[config.mk]
export PLATFORM = sky130hd
export DESIGN_NAME = spi_request_arbiter
export DESIGN_NICKNAME = d
export VERILOG_FILES = /design/src/rtl/spi_request_arbiter.sv
export SDC_FILE = /design/constraint.sdc
export NUM_CORES = 1
export LEC_CHECK = 0
export BUFFER_PORTS_ARGS = -buffer_cell sky130_fd_sc_hd__buf_2
export CORE_ASPECT_RATIO = 1.2
export CORE_UTILIZATION = 46
export DETAILED_ROUTE_END_ITERATION = 7
export GPL_TIMING_DRIVEN = 0
export PLACE_DENSITY_LB_ADDON = 0.2
export SLEW_MARGIN = 40
export SYNTH_ARGS = -nofsm -noshare
export SYNTH_HDL_FRONTEND = slang
export SYNTH_SLANG_ARGS = --single-unit
[constraint.sdc]
create_clock -name sys_clk_i -period 4.7 [get_ports sys_clk_i]
set_input_delay 1.175 -clock sys_clk_i [delete_from_list [all_inputs] [get_ports sys_clk_i]]
set_output_delay 1.175 -clock sys_clk_i [all_outputs]
set_load 0.01 [all_outputs]
[src/rtl/spi_request_arbiter.sv]
// spi_request_arbiter
//
// Shares one spi_controller between N on-chip requesters. Requesters are
// granted round-robin. One SPI transaction at a time goes out on the
// controller's strobe/busy handshake. The ADC readback data, or an error
// flag, goes back to the granted requester with a one-cycle ack.
//
// State table:
//   state       | meaning
//   ------------+-----------------------------------------------------------
//   S_IDLE      | no transaction; grant the next pending requester
//   S_ISSUE     | pulse the strobe for the latched op (none for reserved op)
//   S_WAIT_BUSY | wait for spi_busy to rise, bounded by BUSY_WAIT cycles
//   S_WAIT_DONE | wait for spi_busy to fall; capture ADC readback then
//   S_RESPOND   | pulse ack[grant] with ack_err / ack_rdata
//
// Ports:
//   sys_clk_i            system clock (only clock)
//   reset_i              synchronous active-high reset
//   req_i[N]             per-requester request, held until its ack
//   req_op_i[2N]         op of requester i at [2i+:2]
//                        00 DAC wr, 01 ADC wr, 10 ADC rd, 11 reserved
//   req_addr_i[16N]      address of requester i at [16i+:16]
//   req_wdata_i[16N]     write data of requester i at [16i+:16]
//   ack_o[N]             one-hot completion pulse
//   ack_err_o            with ack: reserved op or busy timeout
//   ack_rdata_o[8]       with ack: ADC read data, 0 for other ops
//   dac_request_write_o  DAC write strobe
//   dac_address_o[5]     DAC address
//   dac_data_o[12]       DAC data
//   adc_request_write_o  ADC write strobe
//   adc_request_read_o   ADC read strobe
//   adc_address_o[16]    ADC address
//   adc_data_o[8]        ADC write data (0 for reads)
//   adc_data_readback_i  ADC read data, valid in the cycle spi_busy falls
//   spi_busy_i           controller busy flag
//   grant_id_o[3]        current or last granted requester

module spi_request_arbiter #(
    parameter int N         = 4,
    parameter int BUSY_WAIT = 15
) (
    input  logic              sys_clk_i,
    input  logic              reset_i,
    input  logic [N-1:0]      req_i,
    input  logic [2*N-1:0]    req_op_i,
    input  logic [16*N-1:0]   req_addr_i,
    input  logic [16*N-1:0]   req_wdata_i,
    output logic [N-1:0]      ack_o,
    output logic              ack_err_o,
    output logic [7:0]        ack_rdata_o,
    output logic              dac_request_write_o,
    output logic [4:0]        dac_address_o,
    output logic [11:0]       dac_data_o,
    output logic              adc_request_write_o,
    output logic              adc_request_read_o,
    output logic [15:0]       adc_address_o,
    output logic [7:0]        adc_data_o,
    input  logic [7:0]        adc_data_readback_i,
    input  logic              spi_busy_i,
    output logic [2:0]        grant_id_o
);

    localparam logic [1:0] OP_DAC_WR = 2'b00;
    localparam logic [1:0] OP_ADC_WR = 2'b01;
    localparam logic [1:0] OP_ADC_RD = 2'b10;
    localparam logic [1:0] OP_RSVD   = 2'b11;

    typedef enum logic [2:0] {
        S_IDLE      = 3'd0,
        S_ISSUE     = 3'd1,
        S_WAIT_BUSY = 3'd2,
        S_WAIT_DONE = 3'd3,
        S_RESPOND   = 3'd4
    } state_t;

    state_t      state_q, state_d;

    logic [2:0]  last_q;
    logic [2:0]  grant_q;
    logic [1:0]  op_q;
    logic [7:0]  cnt_q;
    logic        err_q;
    logic [7:0]  rdata_q;
    logic [4:0]  dac_address_q;
    logic [11:0] dac_data_q;
    logic [15:0] adc_address_q;
    logic [7:0]  adc_data_q;

    // Round-robin pick: first pending requester at or after (last+1) mod N.
    logic [7:0]  req_pad;
    logic [2:0]  sel;
    logic [2:0]  idx;
    logic        found;
    logic        grant_now;
    logic [1:0]  sel_op;
    logic [15:0] sel_addr;
    logic [15:0] sel_wdata;

    assign req_pad = 8'(req_i);

    always_comb begin
        sel   = last_q;
        idx   = '0;
        found = 1'b0;
        for (int k = 1; k <= N; k++) begin
            idx = 3'((int'(last_q) + k) % N);
            if (!found && req_pad[idx]) begin
                sel   = idx;
                found = 1'b1;
            end
        end
    end

    // A busy controller defers the grant so no strobe lands on a live transfer.
    assign grant_now = (state_q == S_IDLE) && (|req_i) && !spi_busy_i;

    assign sel_op    = req_op_i[2*int'(sel) +: 2];
    assign sel_addr  = req_addr_i[16*int'(sel) +: 16];
    assign sel_wdata = req_wdata_i[16*int'(sel) +: 16];

    // State register
    always_ff @(posedge sys_clk_i) begin
        if (reset_i) begin
            state_q <= S_IDLE;
        end else begin
            state_q <= state_d;
        end
    end

    // Next-state logic
    always_comb begin
        state_d = state_q;
        case (state_q)
            S_IDLE: begin
                if (grant_now) begin
                    state_d = S_ISSUE;
                end
            end
            S_ISSUE: begin
                if (op_q == OP_RSVD) begin
                    state_d = S_RESPOND;
                end else begin
                    state_d = S_WAIT_BUSY;
                end
            end
            S_WAIT_BUSY: begin
                if (spi_busy_i) begin
                    state_d = S_WAIT_DONE;
                end else if (cnt_q <= 8'd1) begin
                    state_d = S_RESPOND;
                end
            end
            S_WAIT_DONE: begin
                if (!spi_busy_i) begin
                    state_d = S_RESPOND;
                end
            end
            S_RESPOND: begin
                state_d = S_IDLE;
            end
            default: begin
                state_d = S_IDLE;
            end
        endcase
    end

    // Transaction datapath: grant bookkeeping, payload, timeout counter, result.
    always_ff @(posedge sys_clk_i) begin
        if (reset_i) begin
            last_q        <= 3'(N - 1);
            grant_q       <= '0;
            op_q          <= OP_DAC_WR;
            cnt_q         <= '0;
            err_q         <= 1'b0;
            rdata_q       <= '0;
            dac_address_q <= '0;
            dac_data_q    <= '0;
            adc_address_q <= '0;
            adc_data_q    <= '0;
        end else begin
            if (grant_now) begin
                last_q  <= sel;
                grant_q <= sel;
                op_q    <= sel_op;
                err_q   <= 1'b0;
                rdata_q <= '0;
                // Payload is loaded on the grant edge so it is already valid
                // alongside the strobe, then held until the next grant.
                case (sel_op)
                    OP_DAC_WR: begin
                        dac_address_q <= sel_addr[4:0];
                        dac_data_q    <= sel_wdata[11:0];
                    end
                    OP_ADC_WR: begin
                        adc_address_q <= sel_addr;
                        adc_data_q    <= sel_wdata[7:0];
                    end
                    OP_ADC_RD: begin
                        adc_address_q <= sel_addr;
                        adc_data_q    <= '0;
                    end
                    default: begin
                    end
                endcase
            end

            case (state_q)
                S_ISSUE: begin
                    cnt_q <= 8'(BUSY_WAIT);
                    if (op_q == OP_RSVD) begin
                        err_q <= 1'b1;
                    end
                end
                S_WAIT_BUSY: begin
                    if (!spi_busy_i) begin
                        cnt_q <= cnt_q - 8'd1;
                        if (cnt_q <= 8'd1) begin
                            err_q <= 1'b1;
                        end
                    end
                end
                S_WAIT_DONE: begin
                    if (!spi_busy_i) begin
                        rdata_q <= (op_q == OP_ADC_RD) ? adc_data_readback_i : 8'd0;
                    end
                end
                default: begin
                end
            endcase
        end
    end

    // Output logic
    always_comb begin
        dac_request_write_o = 1'b0;
        adc_request_write_o = 1'b0;
        adc_request_read_o  = 1'b0;
        ack_o               = '0;
        ack_err_o           = 1'b0;
        ack_rdata_o         = '0;

        if (state_q == S_ISSUE) begin
            dac_request_write_o = (op_q == OP_DAC_WR);
            adc_request_write_o = (op_q == OP_ADC_WR);
            adc_request_read_o  = (op_q == OP_ADC_RD);
        end

        if (state_q == S_RESPOND) begin
            ack_o       = {{(N-1){1'b0}}, 1'b1} << grant_q;
            ack_err_o   = err_q;
            ack_rdata_o = rdata_q;
        end
    end

    assign dac_address_o = dac_address_q;
    assign dac_data_o    = dac_data_q;
    assign adc_address_o = adc_address_q;
    assign adc_data_o    = adc_data_q;
    assign grant_id_o    = grant_q;

endmodule

==> results <==
- The core box area is 0.00861 mm².
- The synthesized netlist occupies a cell area of a little over 0.004 mm².
- STA classifies the critical path endpoint as a flip-flop.
- The initial core utilization is 47.6%.
- The warning count from the yosys run is 0.
- The total placed instance area is between 0.005 and 0.006 mm².
- The number of core rows is 37.
- After the last flow step, the layout net total stands at 836.
- The max-slew headroom at the worst pin is 48.5%.
- The count of final hold-check violations came to 0.
- The number of different library cells used by synthesis comes to 62.
- The maximum vdd drop is approximately 0.17 mV.
- Once layout is done, the placed cells without fillers occupy 0.00540 mm².
- The iteration-0 DRC count of the detailed router is 281.
- TritonCTS built the clock tree.
- For the pin with the worst max-slew slack, the measured transition is 0.773 ns.
- The number of synthesized flops with an enable pin is 0.
- The start-to-end type of the worst setup path is in2reg.
- The worst setup margin is 0.397 ns.
- Clock-pin slew was measured on the worst setup and hold paths at 0.07 ns.
- The initial antenna violation count is 0.
- The first detailed-routing pass ran for 5 iterations.
- The die span in x is 88.2 µm.
- The H-tree generated during clock tree synthesis spans 3 levels.
- The post-place setup slack is -0.0184 ns.
- The total congestion overflow after global routing is 0.
- The flow ran to the end, and the final reports show no timing, DRC or antenna violations.
- 0 antenna diodes ended up in the layout.
- The portion of the clock cycle consumed by the worst path in the final layout is 91.6%.
- The synthesized design contains slightly below 70 register bits.
- The cell at the root of the clock tree is sky130_fd_sc_hd__clkbuf_8.
- For this run, the total global-route usage over all layers was measured as roughly 28%.
- The kind of path behind the tightest hold check is reg2reg.
- The total count of max-transition violations in the final report was 0.
- The count of vias placed by the detailed router is 4,513.
- The first global-routing pass estimated 20,000 µm of wire.
- The pin count of the biggest net entering global routing is 11.
- Across the run, the number of max-cap violations was 0.
- The clock insertion delay at the later pin of the skew report is 0.36 ns.
- The filler-free cell count of the finished design is between 800 and 900.
- The fraction of layout cells with a size suffix above 1 is a little under two fifths.
- The category of the worst setup path launch point is an input port.
- The number of global-route vias before repair is approximately 4.3k.
- The most used flip-flop cell after synthesis is sky130_fd_sc_hd__dfxtp_1.
- The clock drives 68 sinks.
- In the synthesized netlist the async set-or-reset flop fraction comes to 0%.
- The average instance in the mapped netlist occupies between 8 and 9 µm².
- Input and output buffers added on the ports amount to 192.
- From bottom edge to top edge, the die measures 105 µm.
- Setup repair after global routing left no endpoint under its margin.
- At the end of routability-driven placement, the weighted congestion stood at approximately 1.
- Dividing the detail-routed wire length by the instance count gives 15.7 µm.
- 211 I/O pins were placed.
- The CTS buffer count is 9.
- The count of nets left with antenna violations after detail routing is 0.
- Synthesis produced a netlist with a net count of 633.
- From synthesis to final layout, the design area changed by 31.8%.
- Sequential cells were found to cover 33.2% of the synthesized design area.
- Setup violations remaining at the end of the flow were counted as 0.
- Summed over all cells, the static leakage comes to around 0.0026 µW.
- For the final database, setup skew stands at 0.00565 ns.
- Data on the critical path is required at its endpoint by just under 5 ns.
- The post-CTS repair timing setup buffer count is 0.
- In this run, placement finished with an instance count of 787.
- For this run, design rule violations remaining after detail routing come to 0.
- The final critical-path required period is 4.30 ns.
- Buffers inserted to repair hold after CTS numbered 0.
- Of all nets on the critical path, the largest fanout is 10.
- The maximum achievable frequency is around 230 MHz.
- The endpoint arrival time on the critical path is 4.58 ns.
- The final HPWL from detailed placement is 9730 µm.
- The final wirelength is 12,600 µm.
- The number of buffers on the longest clock path is 2.
- The power density normalized to cell area is around 320 mW/mm².
- The number of cells produced by synthesis is 478.
- The floorplan step defined a die boundary enclosing 0.00929 mm².
- The number of vias per cell after detailed routing is 5.62.
## cell usage after synthesis, types with 6 or more instances
cell,n,area (µm²)
sky130_fd_sc_hd__nand3_1,7,35.0
sky130_fd_sc_hd__nor3_1,11,55.1
sky130_fd_sc_hd__nand2b_1,6,37.5
sky130_fd_sc_hd__o31ai_1,13,97.6
sky130_fd_sc_hd__a211oi_1,7,52.6
sky130_fd_sc_hd__o21ai_0,9,45.0
sky130_fd_sc_hd__nor4_1,6,37.5
sky130_fd_sc_hd__a21oi_1,9,45.0
sky130_fd_sc_hd__and3_1,42,263
sky130_fd_sc_hd__nor2b_1,6,37.5
sky130_fd_sc_hd__mux2i_1,28,280
sky130_fd_sc_hd__nand2_1,58,218
sky130_fd_sc_hd__o22ai_1,10,62.6
sky130_fd_sc_hd__dfxtp_1,68,1360
sky130_fd_sc_hd__o221ai_2,9,135
sky130_fd_sc_hd__buf_2,9,45.0
sky130_fd_sc_hd__nor2_1,33,124
sky130_fd_sc_hd__a22oi_1,8,60.1
sky130_fd_sc_hd__inv_1,8,30.0
sky130_fd_sc_hd__clkbuf_1,17,63.8
sky130_fd_sc_hd__o211ai_1,25,188
sky130_fd_sc_hd__buf_6,6,67.6
sky130_fd_sc_hd__nor4b_1,12,105
## stage by stage
stage / TNS [ns] / hold WS (ns) / util (%) / power, µW
after floorplan: 0 / 0.464 / - / 1070
after global placement: 0 / 0.432 / 60.4 / 1260
after detailed placement: -0.0419 / 0.440 / 60.4 / 1270
after CTS: 0 / 0.456 / 62.6 / 1720
after global routing: 0 / 0.475 / 62.7 / 1810
final: 0 / 0.449 / 62.7 / 1710
## worst max-delay path, stage by stage
cell and delay, ns:
sky130_fd_sc_hd__buf_2 0.12, sky130_fd_sc_hd__buf_2 0.21, sky130_fd_sc_hd__nor3_1 0.11, sky130_fd_sc_hd__nor3_2 0.55, sky130_fd_sc_hd__nand2_1 0.14, sky130_fd_sc_hd__buf_4 0.21, sky130_fd_sc_hd__a211o_1 0.30, sky130_fd_sc_hd__o311ai_0 0.15
sky130_fd_sc_hd__ha_1 0.28, sky130_fd_sc_hd__nand4_1 0.29, sky130_fd_sc_hd__nor2_1 0.36, sky130_fd_sc_hd__clkbuf_1 0.37, sky130_fd_sc_hd__o211ai_1 0.18, sky130_fd_sc_hd__o211ai_1 0.12
## flip-flops by register name (all words and copies together), names as in the netlist
signal and count:
adc_address_o 16, adc_data_o 8, cnt_q 8, dac_address_o 5, dac_data_o 12, err_q 1
grant_id_o 2, last_q 3, op_q 2, rdata_q 8, state_q 3
## final timing paths
kind,startpoint,to,slack [ns],cells after the start
worst max-delay path,req_i[3],adc_address_o[12]$_SDFFE_PP0P_,0.40,14
worst max register to register,last_q[1]$_SDFFE_PP1P_,adc_address_o[12]$_SDFFE_PP0P_,0.92,14
worst min register to register,dac_address_o[0]$_SDFFE_PP0P_,dac_address_o[0]$_SDFFE_PP0P_,0.45,2
worst min-delay path,dac_address_o[0]$_SDFFE_PP0P_,dac_address_o[0]$_SDFFE_PP0P_,0.45,2
## metal layers
layer  routed length [µm]  share of wire, %  vias to the layer above  track usage, %
li1                     -                 -                     2208               -
met1                 5050                40                     2098            32.3
met2                 6330                50                      185            46.8
met3                  950               7.6                       22            7.05
met4                  253               2.0                        0            11.3
met5                    0                 0                        -               0
## where the power goes
part | switching (µW) | leakage (µW) | internal, µW
Sequential | 43.4 | 0.000554 | 640
Combinational | 332 | 0.00192 | 249
Clock | 214 | 0.0000937 | 235
Total | 589 | 0.00257 | 1120
## cell families (layout without fill, tap and decap cells)
kind of cell               count (synthesis)  after routing  synth area share, %
and+or+nand+nor                          201            201                 26.5
AOI/OAI and AO/OA                        125            125                 24.6
DFF                                       68             68                 33.2
buffers and inverters                     46            254                 6.32
muxes                                     28             28                 6.84
xor gates and xnor gates                   6              6                 1.28
adders and majority gates                  4              4                 1.22
## placed cells by master, fill, tap and decap left out, drive strengths merged, types with 4 or more instances in the layout
cell	synthesis	routed
a211oi	11	11
ha	4	4
inv	8	8
clkbuf	17	32
nor3	13	13
o31ai	13	13
nand3	8	8
o221ai	11	11
nand2b	6	6
o21ai	10	10
mux2i	28	28
nor4	6	6
a21oi	12	12
nor2	33	33
buf	21	213
and3	43	43
o22ai	10	10
nor2b	6	6
nor4b	12	12
a22oi	8	8
nor3b	6	6
o211ai	25	25
dfxtp	68	68
nand2	58	58
## timing repair
| item | 4_1_cts | 5_1_grt |
|---|---|---|
| endpoints found under the setup margin | 0 | 4 |
| endpoints found under the hold margin | 0 | 0 |
| resized for setup | 0 | 2 |
## final cells by class
class                      count  area (µm²)
fill                         778        3210
multi-input combinational    364        2490
sequential                    68        1360
timing repair buffer         192         961
buffer                        38         229
clock buffer                  15         176
tap                          117         146
inverter                       8        30.0
clock inverter                 1        5.00
No activity file was read; power rests on OpenSTA's default activity.
